<file path="src/rtl/sflash_pkg.sv">
// Shared constants, states and opcode decode for the SPI flash target.
// Opcode subset is read-only; quad output depends on SFLASH_TARGET_QUAD_EN.
package sflash_pkg;

    localparam logic [7:0] CMD_READ  = 8'h03;
    localparam logic [7:0] CMD_FREAD = 8'h0B;
    localparam logic [7:0] CMD_DREAD = 8'h3B;
    localparam logic [7:0] CMD_QREAD = 8'h6B;
    localparam logic [7:0] CMD_RDID  = 8'h9F;
    localparam logic [7:0] CMD_RDSR  = 8'h05;

    localparam int DUMMY_CLKS = 8;

    typedef enum logic [2:0] {
        ST_IDLE,
        ST_CMD,
        ST_ADDR,
        ST_DUMMY,
        ST_DATA,
        ST_IGNORE
    } sft_state_t;

    typedef enum logic [1:0] {
        W_SDR,
        W_DUAL,
        W_QUAD
    } width_t;

    typedef enum logic [1:0] {
        SRC_MEM,
        SRC_ID,
        SRC_ZERO
    } src_t;

    typedef struct packed {
        sft_state_t nxt;
        logic       dummy;
        width_t     width;
        src_t       src;
    } cmd_dec_t;

    function automatic cmd_dec_t decode(input logic [7:0] op,
                                        input logic       quad_en);
        cmd_dec_t d;
        d.nxt   = ST_IGNORE;
        d.dummy = 1'b0;
        d.width = W_SDR;
        d.src   = SRC_ZERO;
        case (op)
            CMD_READ: begin
                d.nxt = ST_ADDR;
                d.src = SRC_MEM;
            end
            CMD_FREAD: begin
                d.nxt   = ST_ADDR;
                d.dummy = 1'b1;
                d.src   = SRC_MEM;
            end
            CMD_DREAD: begin
                d.nxt   = ST_ADDR;
                d.dummy = 1'b1;
                d.width = W_DUAL;
                d.src   = SRC_MEM;
            end
            CMD_QREAD: begin
                if (quad_en) begin
                    d.nxt   = ST_ADDR;
                    d.dummy = 1'b1;
                    d.width = W_QUAD;
                    d.src   = SRC_MEM;
                end
            end
            CMD_RDID: begin
                d.nxt = ST_DATA;
                d.src = SRC_ID;
            end
            CMD_RDSR: begin
                d.nxt = ST_DATA;
                d.src = SRC_ZERO;
            end
            default: ;
        endcase
        return d;
    endfunction

endpackage

</file>
<file path="src/rtl/sflash_target_if.sv">
// Six-wire SPI pins plus the byte-wide memory read port of the target.
// master = controller/memory side, slave = flash target.
interface sflash_target_if;
    import sflash_pkg::*;

    logic        sclk;
    logic        cs_n;
    logic [3:0]  qdi;
    logic [3:0]  qdo;
    logic [3:0]  oe;
    logic [23:0] mem_addr;
    logic        mem_rd;
    logic        mem_ack;
    logic [7:0]  mem_data;

    modport master (
        output sclk, cs_n, qdi, mem_ack, mem_data,
        input  qdo, oe, mem_addr, mem_rd
    );

    modport slave (
        input  sclk, cs_n, qdi, mem_ack, mem_data,
        output qdo, oe, mem_addr, mem_rd
    );

endinterface

</file>
<file path="src/rtl/sflash_target_pin_sync.sv">
// Two-flop synchronizer for sclk, cs_n and IO[3:0], with sclk/cs_n edge pulses.
// cs_n resets low so a frame already in progress at reset is never seen to start.
module spi_pin_sync
    import sflash_pkg::*;
(
    input  logic       clk,
    input  logic       arstn,
    input  logic       sclk,
    input  logic       cs_n,
    input  logic [3:0] qdi,
    output logic       sclk_rise,
    output logic       sclk_fall,
    output logic       cs_rise,
    output logic       cs_fall,
    output logic [3:0] qdi_s
);

    // bit 5 = sclk (idles high), bit 4 = cs_n, bits 3:0 = IO
    localparam logic [5:0] SYNC_RST = 6'b10_0000;

    logic [5:0] s1_q, s1_d;
    logic [5:0] s2_q, s2_d;
    logic [1:0] prev_q, prev_d;

    // Next values of the synchronizer chain and edge-detect history
    always_comb begin
        s1_d   = {sclk, cs_n, qdi};
        s2_d   = s1_q;
        prev_d = s2_q[5:4];
    end

    // Synchronizer and history registers
    always_ff @(posedge clk or negedge arstn) begin
        if (!arstn) begin
            s1_q   <= SYNC_RST;
            s2_q   <= SYNC_RST;
            prev_q <= SYNC_RST[5:4];
        end else begin
            s1_q   <= s1_d;
            s2_q   <= s2_d;
            prev_q <= prev_d;
        end
    end

    assign sclk_rise = s2_q[5] & ~prev_q[1];
    assign sclk_fall = ~s2_q[5] & prev_q[1];
    assign cs_rise   = s2_q[4] & ~prev_q[0];
    assign cs_fall   = ~s2_q[4] & prev_q[0];
    assign qdi_s     = s2_q[3:0];

endmodule

</file>
<file path="src/rtl/sflash_target.sv">
// Read-only SPI flash responder: 03/0B/3B/6B/9F/05 over an oversampled bus.
// Define SFLASH_TARGET_QUAD_EN to enable 0x6B and drive IO[3:2].
module sflash_target
    import sflash_pkg::*;
#(
    parameter logic [23:0] JEDEC_ID = 24'hC84015
) (
    input  logic            clk,
    input  logic            arstn,
    sflash_target_if.slave  bus,
    output logic            busy,
    output logic            underrun
);

`ifdef SFLASH_TARGET_QUAD_EN
    localparam logic QUAD_EN = 1'b1;
`else
    localparam logic QUAD_EN = 1'b0;
`endif
    localparam logic [3:0] PIN_MASK = QUAD_EN ? 4'hF : 4'h3;

    logic       sclk_rise, sclk_fall;
    logic       cs_rise, cs_fall;
    logic [3:0] qdi_s;

    spi_pin_sync u_sync (
        .clk       (clk),
        .arstn     (arstn),
        .sclk      (bus.sclk),
        .cs_n      (bus.cs_n),
        .qdi       (bus.qdi),
        .sclk_rise (sclk_rise),
        .sclk_fall (sclk_fall),
        .cs_rise   (cs_rise),
        .cs_fall   (cs_fall),
        .qdi_s     (qdi_s)
    );

    sft_state_t  state_q, state_d;
    logic [4:0]  cnt_q, cnt_d;
    logic [23:0] sr_q, sr_d;
    width_t      width_q, width_d;
    src_t        src_q, src_d;
    logic        dummy_q, dummy_d;
    logic [1:0]  id_idx_q, id_idx_d;
    logic [2:0]  bit_q, bit_d;
    logic [7:0]  tx_q, tx_d;
    logic [3:0]  qdo_q, qdo_d;
    logic [3:0]  oe_q, oe_d;
    logic [23:0] fa_q, fa_d;
    logic        rd_q, rd_d;
    logic        pend_q, pend_d;
    logic        stale_q, stale_d;
    logic        want_q, want_d;
    logic        bvld_q, bvld_d;
    logic [7:0]  buf_q, buf_d;
    logic        unr_q, unr_d;

    cmd_dec_t    dec;
    logic [7:0]  nb;
    logic [2:0]  last;

    // Frame FSM, data shifter, prefetch buffer and fetch issue
    always_comb begin
        state_d  = state_q;
        cnt_d    = cnt_q;
        sr_d     = sr_q;
        width_d  = width_q;
        src_d    = src_q;
        dummy_d  = dummy_q;
        id_idx_d = id_idx_q;
        bit_d    = bit_q;
        tx_d     = tx_q;
        qdo_d    = qdo_q;
        oe_d     = oe_q;
        fa_d     = fa_q;
        rd_d     = 1'b0;
        pend_d   = pend_q;
        stale_d  = stale_q;
        want_d   = want_q;
        bvld_d   = bvld_q;
        buf_d    = buf_q;
        unr_d    = unr_q;
        nb       = 8'h00;
        last     = 3'd7;
        dec      = decode({sr_q[6:0], qdi_s[0]}, QUAD_EN);

        // Address advances the cycle after each issued request
        if (rd_q) begin
            fa_d = fa_q + 24'd1;
        end

        // A return belonging to an aborted frame is dropped
        if (bus.mem_ack) begin
            pend_d = 1'b0;
            if (stale_q) begin
                stale_d = 1'b0;
            end else if (state_q != ST_IDLE) begin
                buf_d  = bus.mem_data;
                bvld_d = 1'b1;
            end
        end

        if (cs_rise) begin
            state_d  = ST_IDLE;
            oe_d     = 4'h0;
            qdo_d    = 4'h0;
            cnt_d    = 5'd0;
            bit_d    = 3'd0;
            id_idx_d = 2'd0;
            bvld_d   = 1'b0;
            want_d   = 1'b0;
            stale_d  = pend_d;
        end else begin
            unique case (state_q)
                ST_IDLE: begin
                    if (cs_fall) begin
                        state_d  = ST_CMD;
                        cnt_d    = 5'd0;
                        bit_d    = 3'd0;
                        id_idx_d = 2'd0;
                        bvld_d   = 1'b0;
                        want_d   = 1'b0;
                        unr_d    = 1'b0;
                    end
                end
                ST_CMD: begin
                    if (sclk_rise) begin
                        sr_d  = {sr_q[22:0], qdi_s[0]};
                        cnt_d = cnt_q + 5'd1;
                        if (cnt_q == 5'd7) begin
                            cnt_d   = 5'd0;
                            state_d = dec.nxt;
                            dummy_d = dec.dummy;
                            width_d = dec.width;
                            src_d   = dec.src;
                        end
                    end
                end
                ST_ADDR: begin
                    if (sclk_rise) begin
                        sr_d  = {sr_q[22:0], qdi_s[0]};
                        cnt_d = cnt_q + 5'd1;
                        if (cnt_q == 5'd23) begin
                            cnt_d   = 5'd0;
                            fa_d    = sr_d;
                            want_d  = 1'b1;
                            state_d = dummy_q ? ST_DUMMY : ST_DATA;
                        end
                    end
                end
                ST_DUMMY: begin
                    if (sclk_rise) begin
                        cnt_d = cnt_q + 5'd1;
                        if (cnt_q == 5'(DUMMY_CLKS - 1)) begin
                            cnt_d   = 5'd0;
                            state_d = ST_DATA;
                        end
                    end
                end
                ST_DATA: begin
                    if (sclk_fall) begin
                        if (bit_q == 3'd0) begin
                            unique case (src_q)
                                SRC_ID: begin
                                    case (id_idx_q)
                                        2'd0:    nb = JEDEC_ID[23:16];
                                        2'd1:    nb = JEDEC_ID[15:8];
                                        2'd2:    nb = JEDEC_ID[7:0];
                                        default: nb = 8'h00;
                                    endcase
                                    if (id_idx_q != 2'd3) begin
                                        id_idx_d = id_idx_q + 2'd1;
                                    end
                                end
                                SRC_MEM: begin
                                    want_d = 1'b1;
                                    if (bvld_d) begin
                                        nb     = buf_d;
                                        bvld_d = 1'b0;
                                    end else begin
                                        nb    = 8'hFF;
                                        unr_d = 1'b1;
                                    end
                                end
                                default: nb = 8'h00;
                            endcase
                        end else begin
                            nb = tx_q;
                        end
                        unique case (width_q)
                            W_DUAL: begin
                                qdo_d = {2'b00, nb[7:6]};
                                oe_d  = 4'b0011;
                                tx_d  = {nb[5:0], 2'b00};
                                last  = 3'd3;
                            end
                            W_QUAD: begin
                                qdo_d = nb[7:4];
                                oe_d  = 4'b1111;
                                tx_d  = {nb[3:0], 4'h0};
                                last  = 3'd1;
                            end
                            default: begin
                                qdo_d = {2'b00, nb[7], 1'b0};
                                oe_d  = 4'b0010;
                                tx_d  = {nb[6:0], 1'b0};
                                last  = 3'd7;
                            end
                        endcase
                        bit_d = (bit_q == last) ? 3'd0 : bit_q + 3'd1;
                    end
                end
                ST_IGNORE: ;
                default: state_d = ST_IDLE;
            endcase
        end

        // One request in flight, and only into an empty buffer
        if (want_d && !pend_d && !bvld_d && (state_d != ST_IDLE)) begin
            rd_d   = 1'b1;
            pend_d = 1'b1;
            want_d = 1'b0;
        end
    end

    // State and datapath registers
    always_ff @(posedge clk or negedge arstn) begin
        if (!arstn) begin
            state_q  <= ST_IDLE;
            cnt_q    <= 5'd0;
            sr_q     <= 24'd0;
            width_q  <= W_SDR;
            src_q    <= SRC_ZERO;
            dummy_q  <= 1'b0;
            id_idx_q <= 2'd0;
            bit_q    <= 3'd0;
            tx_q     <= 8'h00;
            qdo_q    <= 4'h0;
            oe_q     <= 4'h0;
            fa_q     <= 24'd0;
            rd_q     <= 1'b0;
            pend_q   <= 1'b0;
            stale_q  <= 1'b0;
            want_q   <= 1'b0;
            bvld_q   <= 1'b0;
            buf_q    <= 8'h00;
            unr_q    <= 1'b0;
        end else begin
            state_q  <= state_d;
            cnt_q    <= cnt_d;
            sr_q     <= sr_d;
            width_q  <= width_d;
            src_q    <= src_d;
            dummy_q  <= dummy_d;
            id_idx_q <= id_idx_d;
            bit_q    <= bit_d;
            tx_q     <= tx_d;
            qdo_q    <= qdo_d;
            oe_q     <= oe_d;
            fa_q     <= fa_d;
            rd_q     <= rd_d;
            pend_q   <= pend_d;
            stale_q  <= stale_d;
            want_q   <= want_d;
            bvld_q   <= bvld_d;
            buf_q    <= buf_d;
            unr_q    <= unr_d;
        end
    end

    assign bus.qdo      = qdo_q & PIN_MASK;
    assign bus.oe       = oe_q & PIN_MASK;
    assign bus.mem_addr = fa_q;
    assign bus.mem_rd   = rd_q;
    assign busy         = (state_q != ST_IDLE);
    assign underrun     = unr_q;

endmodule

</file>
<file path="src/flat_wrapper.sv">
// flat-port wrapper written by rule: the top's interface ports become plain ports
module sflash_target_flat import sflash_pkg::*;
#(
    parameter logic [23:0] JEDEC_ID = 24'hC84015
)
  (clk, arstn, busy, underrun, bus_sclk, bus_cs_n, bus_qdi, bus_mem_ack, bus_mem_data, bus_qdo, bus_oe, bus_mem_addr, bus_mem_rd);
  sflash_target_if bus_i ();
  input  logic clk;
  input  logic arstn;
  output logic busy;
  output logic underrun;
  input wire logic [$bits(bus_i.sclk)-1:0] bus_sclk;
  input wire logic [$bits(bus_i.cs_n)-1:0] bus_cs_n;
  input wire logic [$bits(bus_i.qdi)-1:0] bus_qdi;
  input wire logic [$bits(bus_i.mem_ack)-1:0] bus_mem_ack;
  input wire logic [$bits(bus_i.mem_data)-1:0] bus_mem_data;
  output wire logic [$bits(bus_i.qdo)-1:0] bus_qdo;
  output wire logic [$bits(bus_i.oe)-1:0] bus_oe;
  output wire logic [$bits(bus_i.mem_addr)-1:0] bus_mem_addr;
  output wire logic [$bits(bus_i.mem_rd)-1:0] bus_mem_rd;
  assign bus_i.sclk = bus_sclk;
  assign bus_i.cs_n = bus_cs_n;
  assign bus_i.qdi = bus_qdi;
  assign bus_i.mem_ack = bus_mem_ack;
  assign bus_i.mem_data = bus_mem_data;
  assign bus_qdo = bus_i.qdo;
  assign bus_oe = bus_i.oe;
  assign bus_mem_addr = bus_i.mem_addr;
  assign bus_mem_rd = bus_i.mem_rd;
  sflash_target #(.JEDEC_ID(JEDEC_ID)) u_core (.clk(clk), .arstn(arstn), .bus(bus_i), .busy(busy), .underrun(underrun));
endmodule
</file>
<file path="config.mk">
export PLATFORM = sky130hd
export DESIGN_NAME = sflash_target_flat
export DESIGN_NICKNAME = d
export VERILOG_FILES = /design/src/rtl/sflash_pkg.sv /design/src/rtl/sflash_target_if.sv /design/src/rtl/sflash_target_pin_sync.sv /design/src/rtl/sflash_target.sv /design/src/flat_wrapper.sv
export SDC_FILE = /design/constraint.sdc
export NUM_CORES = 1
export LEC_CHECK = 0
export CORE_MARGIN = 3
export CORE_UTILIZATION = 57
export DETAILED_ROUTE_END_ITERATION = 8
export HOLD_SLACK_MARGIN = 0.05
export PLACE_DENSITY_LB_ADDON = 0.3
export RECOVER_POWER = 25
export SLEW_MARGIN = 20
export SYNTH_ARGS = -nofsm -noshare
export SYNTH_HDL_FRONTEND = slang
export SYNTH_SLANG_ARGS = --single-unit
</file>
<file path="constraint.sdc">
create_clock -name clk -period 2.5 [get_ports clk]
set_input_delay 0.375 -clock clk [delete_from_list [all_inputs] [get_ports clk]]
set_output_delay 0.375 -clock clk [all_outputs]
set_load 0.01 [all_outputs]
</file>
# ---- Word level (Yosys, flattened, before mapping)
# Index checks and enable logic that the tools add are counted.
dict set report classes {
  addsub 4
  n_eq_ne 31
  muxes 87
  bitwise 9
  n_reduce_logical 31
}
# op count
set op_table {}
lappend op_table {{24-bit two-way mux} 5}
lappend op_table {{3-bit two-way mux} 16}
lappend op_table {{8-bit two-way mux} 5}
lappend op_table {{8-bit case mux with 2 select lines} 2}
lappend op_table {{5-bit two-way mux} 6}
lappend op_table {{1-bit two-way mux} 28}
lappend op_table {{24-bit by 1-bit adder with 24-bit output, second input constant} 1}
lappend op_table {{2-bit two-way mux} 12}
lappend op_table {{8-bit case mux with 3 select lines} 1}
lappend op_table {{3-bit by 1-bit inequality test with 1-bit output, second input constant} 6}
lappend op_table {{3-bit case mux with 2 select lines} 3}
lappend op_table {{3-bit case mux with 5 select lines} 1}
lappend op_table {{5-bit case mux with 3 select lines} 1}
lappend op_table {{2-bit case mux with 2 select lines} 3}
lappend op_table {{2-bit OR reduction} 5}
lappend op_table {{3-bit AND reduction} 3}
lappend op_table {{3-bit nonzero test} 3}
lappend op_table {{8-bit by 2-bit equality test with 1-bit output, second input constant} 1}
lappend op_table {{8-bit by 3-bit equality test with 1-bit output, second input constant} 1}
lappend op_table {{8-bit by 4-bit equality test with 1-bit output, second input constant} 1}
lappend op_table {{8-bit by 6-bit equality test with 1-bit output, second input constant} 1}
lappend op_table {{8-bit equality test, second input constant} 1}
lappend op_table {{4-bit AND reduction} 2}
lappend op_table {{2-bit nonzero test} 4}
lappend op_table {{other kinds (27)} 50}
dict set report totals {
  ff_bits 105
  inputBits 17
  output_inout_bits 35
  word_cells 184
}

# ---- Logic depth before layout (Yosys ltp)
dict set report depth {
  ltp_word 13
  ltp_mapped 7
  mapped_depth_nobuf 6
}

# ---- By module
# A second synthesis with hierarchy kept.
dict set report unflattened {
  hier_cells 508
  area_unflattened_um2 5165.0
}
# module n_inst cells_each area_per_inst_um2 seq_area_each_um2
set modules_own_cells {}
lappend modules_own_cells {sflash_target 1 486 4745.8 2228.4}
lappend modules_own_cells {spi_pin_sync 1 22 419.2 354.1}

# ---- Least setup slack after synthesis
# OpenSTA, ideal clock, no wires.
dict set report synth_path {
  path_type {reg-to-reg}
  start {reg u_core.u_sync.s2_q[5]}
  end {reg u_core.sr_q[10]}
  setup_ns 0.125
  arrival_time_ns 1.764
  path_slack_ns 0.611
  stages_incl_launch_ff 5
  path_buffers 1
  synth_period_minus_slack_ns 1.889
  cell_sequence {dfstp_2 nor2b_1 nor4b_4 buf_6 mux2_2}
}
dict set report synth_via {
  elab_chain_cells 2
}
# item line
set synth_rtl {}
lappend synth_rtl {{from (decl)} sflash_target_pin_sync.sv:22} ;# logic [5:0] s2_q, s2_d;
lappend synth_rtl {{from (signal assigned)} sflash_target_pin_sync.sv:36} ;# s2_q <= SYNC_RST;
lappend synth_rtl {{from (signal assigned)} sflash_target_pin_sync.sv:40} ;# s2_q <= s2_d;
lappend synth_rtl {{1-bit AND} sflash_target_pin_sync.sv:45} ;# assign sclk_rise = s2_q[5] & ~prev_q[1];
lappend synth_rtl {{3-bit AND reduction (no line)} -}
lappend synth_rtl {{to (signal assigned)} sflash_target.sv:252} ;# sr_q <= sr_d;
lappend synth_rtl {{to (decl)} sflash_target.sv:41} ;# logic [23:0] sr_q, sr_d;
# Every way passes these cells.
# A chain may end at the register's enable or synchronous reset.

# ---- Worst setup path after layout
dict set report layout_path {
  start {reg u_core.state_q[0]}
  end {out busy}
}
dict set report layout_via {
  elab_chain_cells 1
}
# item line
set layout_rtl {}
lappend layout_rtl {{from (decl)} sflash_target.sv:39} ;# sft_state_t state_q, state_d;
lappend layout_rtl {{from (signal assigned)} sflash_target.sv:250} ;# state_q <= state_d;
lappend layout_rtl {{3-bit nonzero test} sflash_target.sv:276} ;# assign busy = (state_q != ST_IDLE);
lappend layout_rtl {{to (decl)} flat_wrapper.sv:10} ;# output logic busy;
# Every way passes these cells.

==> flow_summary.toml <==
[outcome]
run_status = "completed"

[drt]
wl_per_cell_um = 16.9
highest-signal-layer = "met4"
via_count = 4122
drt.antenna.violating_nets = 0
wl_met3_um = 300
detailroute.wirelength.met2_um = 5630
routed_wirelength_um = 11100
first_iter_violations = 215
via_per_inst = 6.26
dr.pass1.iters = 4
metal1_wirelength_um = 5000
post-route-drc-count = 0

[worst_setup_path]
cp_data_required_time_ps = 2120
crit_path_end_kind = "output port"
regToRegStartpoint = "u_core.u_sync.s2_q[5]$_DFF_PN1_"
cp_max_fo = 15
worst_r2r_endpoint = "u_core.sr_q[16]$_DFFE_PN0P_"
reg2reg_setup_slack_ps = 420
worst-path-buf-inv = 2
critical-path-max-stage-delay_ps = 560
critical_path.top_delay_family = "buffers and inverters"
worstPathCellList = "nor3_2 -> inv_2 -> clkdlybuf4s50_1"
slowest_cell_on_crit_path = "sky130_fd_sc_hd__dfrtp_1"
timing.setup.critical_path_class = "reg2out"
arrival_ps = 1950
reg2reg_depth = 4
startpoint_type = "register"

[timing]
final_period_minus_worst_setup_slack_ps = 2330
max_slew_margin_pct = 25.3
timing.final.hold_violations = 0
clock_skew_ps = 14.3
fmax_mhz = 430
timing.final.crit_share_pct = 93.1
setup_tns_ps = 0
worst_slew_pin_slew_ps = 1120
rsz0062_at_grt = "false"
finalSetupViolations = 0
final-max-slew-violation-count = 0

[finish]
synthToLayoutAreaGrowth_pct = 14.1
fill_cells = 699
regArea_um2 = 2430
num_antenna_cells = 0
final_cell_mix = "sky130_fd_sc_hd__dfrtp_1, sky130_fd_sc_hd__nor2_1, sky130_fd_sc_hd__clkdlybuf4s50_1"
final_area_um2 = 5940
multi_input_area_um2 = 2510
nNetsFinal = 572
layout-drive-gt1-share_pct = 13.8
instances_no_fill = 658
layout_commonest_cell = "sky130_fd_sc_hd__dfrtp_1"

[yosys]
synth.area.top_cells = "sky130_fd_sc_hd__dfrtp_1, sky130_fd_sc_hd__mux2_2, sky130_fd_sc_hd__nor2_1"
post-synth-top-area-fraction_pct = 44.7
ys_dominant_reg_cell = "sky130_fd_sc_hd__dfrtp_1"
synthesis.yosys.warnings = 0
synth_enable_flop_cells = 0
synth_area_per_cell_um2 = 10.1
post_synth_num_cell_types = 71
syn-instance-count = 513
ys_seq_area_share_pct = 46.8
synthesis.area_um2 = 5200
yosysTopAreaCell = "sky130_fd_sc_hd__dfrtp_1"
yosys_register_bits = 97
asyncSetResetFlopFracSynth_pct = 100

[floorplan]
die-height_um = 102
row_count = 34
die_width_um = 102
io-pin-count = 52
die_area_um2 = 10300
initial_utilization_pct = 59.1
core-area_um2 = 8810

[min_path]
min_delay_worst_endpoint = "u_core.u_sync.s2_q[4]$_DFF_PN0_"
kind_of_path_behind_the_tightest_hold_check = "reg2reg"
hold_path_depth = 0
hold_start = "u_core.u_sync.s1_q[4]$_DFF_PN0_"

[place]
place.gp.congestion = 0.864
post_dp_cell_area_um2 = 5670
place.detailed.instances = 642
dpl.hpwl_um = 7930
port_buffers = 44

[clock_tree]
worst_skew_pair.late_latency_ps = 360
number_of_h_tree_levels = 3
clock_tree.buffer_depth = 2
cts_bufs_inserted = 9
tritoncts = "done"
cts.sinks = 97
reg_clk_slew_reported_paths_ps = 90
clockRootBuffer = "sky130_fd_sc_hd__clkbuf_8"

[global_route]
grt-ovfl-total = 0
antenna_violations_before_repair = 0
grt_resource_usage_total_pct = 22.7
number_of_global_route_vias_before_repair = 4069
first_pass_grt_wire_length_um = 18800
grt_max_degree = 49

[power_and_ir_drop]
power.density_cell_area_nw_per_um2 = 600
cellLeakagePower_nw = 2.59
vdd.ir_drop.worst_mv = 0.445
power_mw = 3.56

[job]
max-cap-violations = 0
==> state kept, by name (all words and copies together) (netlist names), 2 cells and up <==
name	cells
u_core.cnt_q	5
u_core.id_idx_q	2
u_core.qdo_q	2
u_core.u_sync.prev_q	2
u_core.oe_q	2
u_core.src_q	2
u_core.u_sync.s1_q	3
u_core.bit_q	3
u_core.state_q	3
u_core.bus.mem_addr	24
u_core.buf_q	8
u_core.u_sync.s2_q	3
u_core.tx_q	7
u_core.sr_q	23
==> power breakdown <==
part / switching, mW / internal (mW) / total, mW
clock network: 0.551 / 0.767 / 1.32
registers: 0.116 / 1.68 / 1.79
logic: 0.248 / 0.203 / 0.451
total: 0.915 / 2.65 / 3.56
==> through the flow <==
step / hold slack [ps] / util [%] / worst slack, ps
3_5_place_dp: 337 / 64.4 / 272
6_report: 353 / 67.4 / 174
2_1_floorplan: 79.4 / - / 611
3_3_place_gp: 334 / 64.4 / 352
5_1_grt: 363 / 67.4 / 60.5
4_1_cts: 356 / 67.4 / 135
==> metal layers <==
metal,up-vias,global-route usage [%]
met5,-,0
met2,74,37.8
met3,19,3.31
met1,2056,30.3
met4,0,8.38
li1,1973,-
==> Yosys cell counts (5+ instances only) <==
master and number:
sky130_fd_sc_hd__or4_1 10, sky130_fd_sc_hd__ha_1 9, sky130_fd_sc_hd__and3_1 8, sky130_fd_sc_hd__xor2_1 7, sky130_fd_sc_hd__buf_4 8, sky130_fd_sc_hd__xnor2_1 5
sky130_fd_sc_hd__nand2b_1 6, sky130_fd_sc_hd__nor2b_1 8, sky130_fd_sc_hd__a221oi_1 5, sky130_fd_sc_hd__nand4_1 15, sky130_fd_sc_hd__a21oi_1 21, sky130_fd_sc_hd__clkbuf_1 10
sky130_fd_sc_hd__o211ai_1 7, sky130_fd_sc_hd__inv_1 17, sky130_fd_sc_hd__or3_1 8, sky130_fd_sc_hd__a311oi_1 6, sky130_fd_sc_hd__nand2_1 33, sky130_fd_sc_hd__a22o_1 6
sky130_fd_sc_hd__a211o_1 6, sky130_fd_sc_hd__a31oi_1 16, sky130_fd_sc_hd__mux2_2 29, sky130_fd_sc_hd__buf_2 11, sky130_fd_sc_hd__and4_1 6, sky130_fd_sc_hd__nor2_1 40
sky130_fd_sc_hd__dfrtp_1 93, sky130_fd_sc_hd__nand3_1 17, sky130_fd_sc_hd__o21ai_0 23, sky130_fd_sc_hd__o31ai_1 13
==> cell type report <==
cell class / instances / area share, %
Multi-Input combinational cell: 366 / 42.3
Sequential cell: 97 / 41.0
Timing Repair Buffer: 54 / 8.85
Clock inverter: 6 / 2.32
Tap cell: 108 / 2.28
Clock buffer: 9 / 2.09
Inverter: 18 / 1.14
==> timing repair <==
action	4_1_cts	5_1_grt
buffers inserted	0	0
gates resized for setup	0	1
hold buffers	1	0
endpoints found under the setup margin	0	1
endpoints found under the hold margin	42	0
==> cell families (layout without fill, tap and decap cells) <==
kind of cell | Yosys count | after routing | synth area share (%)
XOR/XNOR | 12 | 12 | 2.02
flip-flops | 97 | 97 | 46.8
other | 1 | 4 | 0.0721
multiplexers | 30 | 30 | 6.47
AO/OA/AOI/OAI | 130 | 130 | 17.5
AND/OR/NAND/NOR | 181 | 181 | 19.9
adder cells (fa/ha/maj) | 9 | 9 | 2.16
buffers and inverters | 53 | 87 | 5.15
==> worst max-delay path by stage <==
| stage | startpoint | to | slack, ps | cells past startpoint |
|---|---|---|---|---|
| 2_1_floorplan | u_core.u_sync.s2_q[5]$_DFF_PN1_ | u_core.sr_q[10]$_DFFE_PN0P_ | 610 | 4 |
| 3_3_place_gp | bus_mem_ack | u_core.bus.mem_rd$_DFF_PN0_ | 350 | 5 |
| 3_5_place_dp | bus_mem_ack | u_core.bus.mem_rd$_DFF_PN0_ | 270 | 5 |
| 4_1_cts | u_core.state_q[2]$_DFF_PN0_ | busy | 130 | 3 |
| 5_1_grt | u_core.state_q[0]$_DFF_PN0_ | busy | 60 | 3 |
| 6_report | u_core.state_q[0]$_DFF_PN0_ | busy | 170 | 3 |
==> worst reg2reg max path: stages (launching register included) <==
cell                      delay, ps
sky130_fd_sc_hd__dfstp_1        600
sky130_fd_sc_hd__nor2b_1        360
sky130_fd_sc_hd__nor4b_4        280
sky130_fd_sc_hd__buf_4          350
sky130_fd_sc_hd__mux2_2         380
Note: power is estimated with default switching activity, not from simulation.
